`config.mk`:
```
export PLATFORM = sky130hd
export DESIGN_NAME = halton_vertex_pair
export DESIGN_NICKNAME = d
export VERILOG_FILES = /design/src/rtl/halton_vertex_pair.sv
export SDC_FILE = /design/constraint.sdc
export NUM_CORES = 1
export LEC_CHECK = 0
export BUFFER_PORTS_ARGS = -buffer_cell sky130_fd_sc_hd__buf_2
export CAP_MARGIN = 20
export CORE_MARGIN = 5
export CORE_UTILIZATION = 53
export CTS_CLUSTER_SIZE = 20
export DETAILED_ROUTE_END_ITERATION = 10
export GPL_ROUTABILITY_DRIVEN = 0
export PLACE_DENSITY = 0.82
export SLEW_MARGIN = 20
export SYNTH_ARGS = -nofsm -noshare
export SYNTH_HDL_FRONTEND = slang
export SYNTH_SLANG_ARGS = --single-unit
```
`constraint.sdc`:
```
create_clock -name clk -period 2.2 [get_ports clk]
set_clock_uncertainty 0.05 [all_clocks]
set_input_delay 0.11 -clock clk [delete_from_list [all_inputs] [get_ports clk]]
set_output_delay 0.11 -clock clk [all_outputs]
set_load 0.02 [all_outputs]
```
`src/rtl/halton_vertex_pair.sv`:
```
// ---------------------------------------------------------------------------
// halton_vertex_pair
//
// Pairs a base-2 Halton x stream with a base-3 Halton y stream into vertices.
// Each axis feeds its own small FIFO. A vertex fires when both FIFOs hold a
// word and the output register is free. A run emits exactly numNode_i
// vertices and then parks in DONE.
//
// Parameters:
//   MAP_WIDTH  - map side length
//   FIFO_DEPTH - per-axis FIFO depth (power of 2, >= 2)
//   VW         - coordinate width, $clog2(MAP_WIDTH+1)
//
// Ports:
//   clk, reset            - clock (rising edge), async active-low reset
//   start_i, numNode_i    - start a run of numNode_i vertices (IDLE/DONE only)
//   x_value_i/x_index_i   - x word, valid/ready handshake (x_valid_i/x_ready_o)
//   y_value_i/y_index_i   - y word, valid/ready handshake (y_valid_i/y_ready_o)
//   vertex_x_o/y_o/index_o- paired vertex, valid/ready handshake
//   busy_o, done_o        - state == RUN / state == DONE
//   error_o               - sticky x/y index mismatch flag
//
// Optional feature macro: HALTON_PAIR_IDXCHECK_EN
//   defined   - compare head indices on each fire; set error_o on mismatch
//   undefined - no comparator, error_o tied low
// ---------------------------------------------------------------------------
module halton_vertex_pair #(
   parameter int unsigned MAP_WIDTH  = 1000,
   parameter int unsigned FIFO_DEPTH = 4,
   parameter int unsigned VW         = $clog2(MAP_WIDTH + 1)
) (
   input  logic          clk,
   input  logic          reset,
   input  logic          start_i,
   input  logic [15:0]   numNode_i,
   input  logic [VW-1:0] x_value_i,
   input  logic [15:0]   x_index_i,
   input  logic          x_valid_i,
   output logic          x_ready_o,
   input  logic [VW-1:0] y_value_i,
   input  logic [15:0]   y_index_i,
   input  logic          y_valid_i,
   output logic          y_ready_o,
   output logic [VW-1:0] vertex_x_o,
   output logic [VW-1:0] vertex_y_o,
   output logic [15:0]   vertex_index_o,
   output logic          vertex_valid_o,
   input  logic          vertex_ready_i,
   output logic          busy_o,
   output logic          done_o,
   output logic          error_o
);

   localparam int unsigned AW = $clog2(FIFO_DEPTH);
   localparam int unsigned CW = AW + 1;
   localparam logic [CW-1:0] FullCnt = CW'(FIFO_DEPTH);

   typedef enum logic [1:0] {
      StIdle = 2'd0,
      StRun  = 2'd1,
      StDone = 2'd2
   } state_e;

   state_e state_q, state_d;

   logic [15:0]   num_q;
   logic [15:0]   emitted_q;
   logic [15:0]   fired_q;

   logic [VW-1:0] x_val_mem [FIFO_DEPTH];
   logic [15:0]   x_idx_mem [FIFO_DEPTH];
   logic [VW-1:0] y_val_mem [FIFO_DEPTH];
   logic [15:0]   y_idx_mem [FIFO_DEPTH];
   logic [AW-1:0] x_wr_q, x_rd_q, y_wr_q, y_rd_q;
   logic [CW-1:0] x_cnt_q, y_cnt_q;

   logic          vld_q;
   logic [VW-1:0] vx_q, vy_q;
   logic [15:0]   vidx_q;

   logic          run;
   logic          x_push, y_push;
   logic          x_empty, y_empty;
   logic          hs, fire, start_acc, last_hs;
   logic [VW-1:0] x_val_head, y_val_head;
   logic [15:0]   x_idx_head, y_idx_head;

   assign run        = (state_q == StRun);
   // Ready comes only from registered state and occupancy.
   assign x_ready_o  = run & (x_cnt_q != FullCnt);
   assign y_ready_o  = run & (y_cnt_q != FullCnt);
   assign x_push     = x_valid_i & x_ready_o;
   assign y_push     = y_valid_i & y_ready_o;
   assign x_empty    = (x_cnt_q == '0);
   assign y_empty    = (y_cnt_q == '0);
   assign x_val_head = x_val_mem[x_rd_q];
   assign x_idx_head = x_idx_mem[x_rd_q];
   assign y_val_head = y_val_mem[y_rd_q];
   assign y_idx_head = y_idx_mem[y_rd_q];

   assign hs        = vld_q & vertex_ready_i;
   // Fires are capped at numNode even while the last vertex waits in the register.
   assign fire      = run & ~x_empty & ~y_empty & (~vld_q | vertex_ready_i) &
                      (fired_q != num_q);
   assign start_acc = start_i & ~run;
   assign last_hs   = hs & ((emitted_q + 16'd1) == num_q);

   always_comb begin
      state_d = state_q;
      unique case (state_q)
         StIdle, StDone: begin
            if (start_i) begin
               state_d = (numNode_i != 16'd0) ? StRun : StDone;
            end
         end
         StRun: begin
            if (last_hs) begin
               state_d = StDone;
            end
         end
         default: state_d = StIdle;
      endcase
   end

   always_ff @(posedge clk or negedge reset) begin
      if (!reset) begin
         state_q <= StIdle;
      end else begin
         state_q <= state_d;
      end
   end

   // FIFO storage needs no reset; occupancy counters define what is valid.
   always_ff @(posedge clk) begin
      if (x_push) begin
         x_val_mem[x_wr_q] <= x_value_i;
         x_idx_mem[x_wr_q] <= x_index_i;
      end
      if (y_push) begin
         y_val_mem[y_wr_q] <= y_value_i;
         y_idx_mem[y_wr_q] <= y_index_i;
      end
   end

   always_ff @(posedge clk or negedge reset) begin
      if (!reset) begin
         num_q     <= '0;
         emitted_q <= '0;
         fired_q   <= '0;
         x_wr_q    <= '0;
         x_rd_q    <= '0;
         x_cnt_q   <= '0;
         y_wr_q    <= '0;
         y_rd_q    <= '0;
         y_cnt_q   <= '0;
         vld_q     <= 1'b0;
         vx_q      <= '0;
         vy_q      <= '0;
         vidx_q    <= '0;
      end else if (start_acc) begin
         // Leftover words from the previous run are discarded here.
         num_q     <= numNode_i;
         emitted_q <= '0;
         fired_q   <= '0;
         x_wr_q    <= '0;
         x_rd_q    <= '0;
         x_cnt_q   <= '0;
         y_wr_q    <= '0;
         y_rd_q    <= '0;
         y_cnt_q   <= '0;
         vld_q     <= 1'b0;
         vx_q      <= '0;
         vy_q      <= '0;
         vidx_q    <= '0;
      end else begin
         if (x_push) x_wr_q <= x_wr_q + 1'b1;
         if (y_push) y_wr_q <= y_wr_q + 1'b1;
         if (fire) begin
            x_rd_q <= x_rd_q + 1'b1;
            y_rd_q <= y_rd_q + 1'b1;
         end

         if (x_push && !fire) begin
            x_cnt_q <= x_cnt_q + 1'b1;
         end else if (!x_push && fire) begin
            x_cnt_q <= x_cnt_q - 1'b1;
         end
         if (y_push && !fire) begin
            y_cnt_q <= y_cnt_q + 1'b1;
         end else if (!y_push && fire) begin
            y_cnt_q <= y_cnt_q - 1'b1;
         end

         if (fire) fired_q <= fired_q + 16'd1;
         if (hs) emitted_q <= emitted_q + 16'd1;

         if (fire) begin
            vld_q  <= 1'b1;
            vx_q   <= x_val_head;
            vy_q   <= y_val_head;
            vidx_q <= x_idx_head;
         end else if (hs) begin
            vld_q  <= 1'b0;
         end
      end
   end

   assign vertex_valid_o = vld_q;
   assign vertex_x_o     = vx_q;
   assign vertex_y_o     = vy_q;
   assign vertex_index_o = vidx_q;
   assign busy_o         = run;
   assign done_o         = (state_q == StDone);

`ifdef HALTON_PAIR_IDXCHECK_EN
   logic err_q;

   always_ff @(posedge clk or negedge reset) begin
      if (!reset) begin
         err_q <= 1'b0;
      end else if (start_acc) begin
         err_q <= 1'b0;
      end else if (fire && (x_idx_head != y_idx_head)) begin
         err_q <= 1'b1;
      end
   end

   assign error_o = err_q;
`else
   // y index is carried through the FIFO but only consumed by the checker.
   logic unused_y_idx;
   assign unused_y_idx = ^y_idx_head;
   assign error_o      = 1'b0;
`endif

endmodule

```
==> results.tsv <==
metric	value	unit
final setup margin	-0.115	ns
chip height	152	um
P_leak	5.46	nW
die extent in x	152	um
ys flop type	edfxtp_1	
CTS max path bufs	3	
most frequent cells in the layout	144 x edfxtp_1, 100 x dfrtp_1, 97 x buf_2	
Most Crowded Layer GR	met2	
Critical-path top delay cell	dfrtp_1	
final wirelength	24.7	mm
Worst path max stage delay	0.39	ns
Seq/Total Area, Yosys	0.644	
Pins Over Slew Limit	0	
fillers	1311	
RSZ-0062 raised after global routing	yes	
dpl cell area	0.0119	sq mm
largest net degree at the start of global routing	59	
Worst Hold Class	input port to asynchronous set/reset pin	
FP Rows	51	
Internal	11.4	mW
Tcrit/Tclk final	1.05	
TritonCTS clock tree	built	
Rel. slew slack	0.583	
Slew @ Worst Pin	0.625	ns
Post-synth EDFFs	144	
nature of the critical path endpoint	flip-flop	
critical-path cell list	xor2_1 > nor4_2 > nand4_1 > o311ai_4 > and2_4 > fa_2 > nand2b_1 > mux2i_1 > xnor2_1 > nor2_1	
post-route ant nets	0	
Storage cell area	0.00685	sq mm
routing usage on met2	0.378	
pre-CTS setup slack	-0.194	ns
minimum clock period	2.31	ns
Layout area overhead	25.6	%
Syn Nets	875	
reg2reg start	fired_q[8]	
run status	finished, violations left	
Hold Slack	0.0843	ns
final hold vios	0	
gr usage total	0.220	
vias per cell	5.51	
DRT Pass-1 Iters	5	
Clock power frac	0.253	
clock sinks	245	
H-tree levels	1	
detailed placement HPWL	15.0	mm
final setup vio count	14	
first-pass GRT wire length	39.5	mm
initial antenna violation count	2	
num ports	116	
fin area	0.0134	sq mm
Mapped Cells	789	
GRT overflow	0	
multi-input logic area	0.00342	sq mm
Max Cap Violations	0	
Comb pwr share	0.352	
post-detailed-route DRC marker count	0	
Mapped Area	0.0106	sq mm
setup TNS	-0.478	ns
failing checks	negative setup slack	
port buffer count	98	
Worst EP required	2.54	ns
Initial DRC Count	524	
Peak VDD IR	0.967	mV
layout cells sized above 1	0.280	
commonest non-fill, non-tap cell in the layout	edfxtp_1	
critical path class	flip-flop to flip-flop	
CTS Buf Count	25	
Seq pwr share	0.395	
Peak Freq	0.432	GHz
vias in the first global route	7497	
asr flop ratio synth	0.412	
M1 GR Usage	0.288	
post-synthesis average cell area	13.5	sq um
met3 Use GR	0.0407	
die area	0.0230	sq mm
CP arrival	2.65	ns
fin util	0.683	
Switch Pwr	5.87	mW
Clock Latency Late Sink	0.53	ns
Switching Fraction	0.339	
Worst setup SP type	flip-flop	
Nets	1083	
Core Area	0.0196	sq mm
Clock Pin Slew Worst Setup and Hold Paths	0.06	ns
Via Count	7078	
clock root buffer	clkbuf_16	
Initial Util	0.543	
Wirelength per Cell	19.2	um
number of distinct library cells after synthesis	54	
Critical Path Start	fired_q[8]	
Yosys warnings	0	
Worst Path Max Fanout	5	
PD cells	1290	mW/mm^2
flops & latches, synth	245	
## metal layers
| layer | vias up | share of wire |
|---|---|---|
| li1 | 3249 | - |
| met1 | 3531 | 0.40 |
| met2 | 246 | 0.51 |
| met3 | 52 | 0.064 |
| met4 | 0 | 0.030 |
| met5 | - | 0 |
## metrics by stage
stage / power (mW) / instances
floorplan: 10.7 / 789
global placement: 12.3 / 1180
finish: 17.3 / 1284
detailed placement: 12.6 / 1180
global route: 18.3 / 1283
CTS: 17.3 / 1281
## Yosys cell counts (2+ instances only)
| library cell | n | area share |
|---|---|---|
| o21ai_1 | 7 | 0.0033 |
| fa_1 | 2 | 0.0038 |
| nor4_1 | 10 | 0.0059 |
| edfxtp_1 | 144 | 0.41 |
| nor4_2 | 7 | 0.0082 |
| buf_1 | 2 | 0.00071 |
| buf_2 | 16 | 0.0075 |
| ha_1 | 10 | 0.012 |
| buf_6 | 5 | 0.0053 |
| nor3_1 | 6 | 0.0028 |
| inv_1 | 57 | 0.020 |
| nand2_1 | 66 | 0.023 |
| nand3_1 | 55 | 0.026 |
| a31oi_1 | 3 | 0.0018 |
| dfrtp_1 | 101 | 0.24 |
| a21oi_1 | 9 | 0.0042 |
| or3_1 | 6 | 0.0035 |
| nand2b_1 | 7 | 0.0041 |
| mux2i_1 | 6 | 0.0056 |
| clkbuf_1 | 14 | 0.0049 |
| and2_1 | 5 | 0.0029 |
| nand4_1 | 14 | 0.0082 |
| o21ai_0 | 48 | 0.023 |
| and4_1 | 2 | 0.0016 |
| xnor2_1 | 36 | 0.030 |
| buf_8 | 2 | 0.0028 |
| and3_1 | 9 | 0.0053 |
| clkbuf_2 | 4 | 0.0019 |
| nor2_1 | 46 | 0.016 |
| xor2_1 | 31 | 0.026 |
| mux4_2 | 36 | 0.076 |
## kinds of logic (layout without fill, tap and decap cells)
logic type,Yosys count,after routing,synth area share
adder cells (fa/ha/maj),12,12,0.0155
multiplexers,42,42,0.0818
XOR/XNOR,67,67,0.0551
buffers and inverters,101,328,0.0440
AND/OR/NAND/NOR,240,240,0.115
AO/OA/AOI/OAI,81,81,0.0449
other,1,4,0.000352
flip-flops,245,245,0.644
## what timing repair did
item	4_1_cts	5_1_grt
hold buffers	55	0
gates resized for setup	7	13
setup endpoints to repair	42	52
buffers inserted	0	0
pin swaps	9	7
hold endpoints to repair	233	0
## critical path, delay by kind of cell (launching register included)
| kind | cells | cell delay, ns |
|---|---|---|
| XOR/XNOR | 2 | 0.31 |
| AND/OR/NAND/NOR | 5 | 0.90 |
| AO/OA/AOI/OAI | 1 | 0.16 |
| adder cells (fa/ha/maj) | 1 | 0.19 |
| flip-flops | 1 | 0.39 |
| multiplexers | 1 | 0.16 |
## area by class of cell
class                           count  share of cell area
Inverter                           57              0.0162
Multi-Input combinational cell    443               0.256
Clock inverter                     13              0.0119
Timing Repair Buffer              225               0.126
Sequential cell                   245               0.512
Antenna cell                        3            0.000561
Tap cell                          265              0.0248
Clock buffer                       33              0.0528
## sequential cells by signal, indices dropped and copies added (netlist names), 3 cells and up
| register | count |
|---|---|
| fired_q | 16 |
| vertex_y_o | 10 |
| vertex_index_o | 16 |
| y_val_mem | 40 |
| x_cnt_q | 3 |
| num_q | 16 |
| vertex_x_o | 10 |
| x_val_mem | 40 |
| emitted_q | 16 |
| x_idx_mem | 64 |
| y_cnt_q | 3 |
## path summary, 6_finish.rpt
check	cells past startpoint	endpoint	slack (ns)
hold / removal	2	emitted_q[12]	0.08
hold reg to reg	2	vertex_y_o[5]	0.44
max in group asynchronous	3	vertex_index_o[6]	1.39
setup / recovery	10	y_cnt_q[2]	-0.11
min in group clk	5	num_q[11]	0.10
setup reg to reg	10	y_cnt_q[2]	-0.11
## power groups by stage
stage | clock network (mW) | registers, mW | logic (mW)
after detailed placement | 0 | 6.87 | 5.75
after floorplan | 0 | 7.14 | 3.57
after global routing | 4.65 | 6.95 | 6.72
after CTS | 4.44 | 6.82 | 6.02
final | 4.39 | 6.84 | 6.09
after global placement | 0 | 6.80 | 5.54
Power figures use the tool's default switching activity.
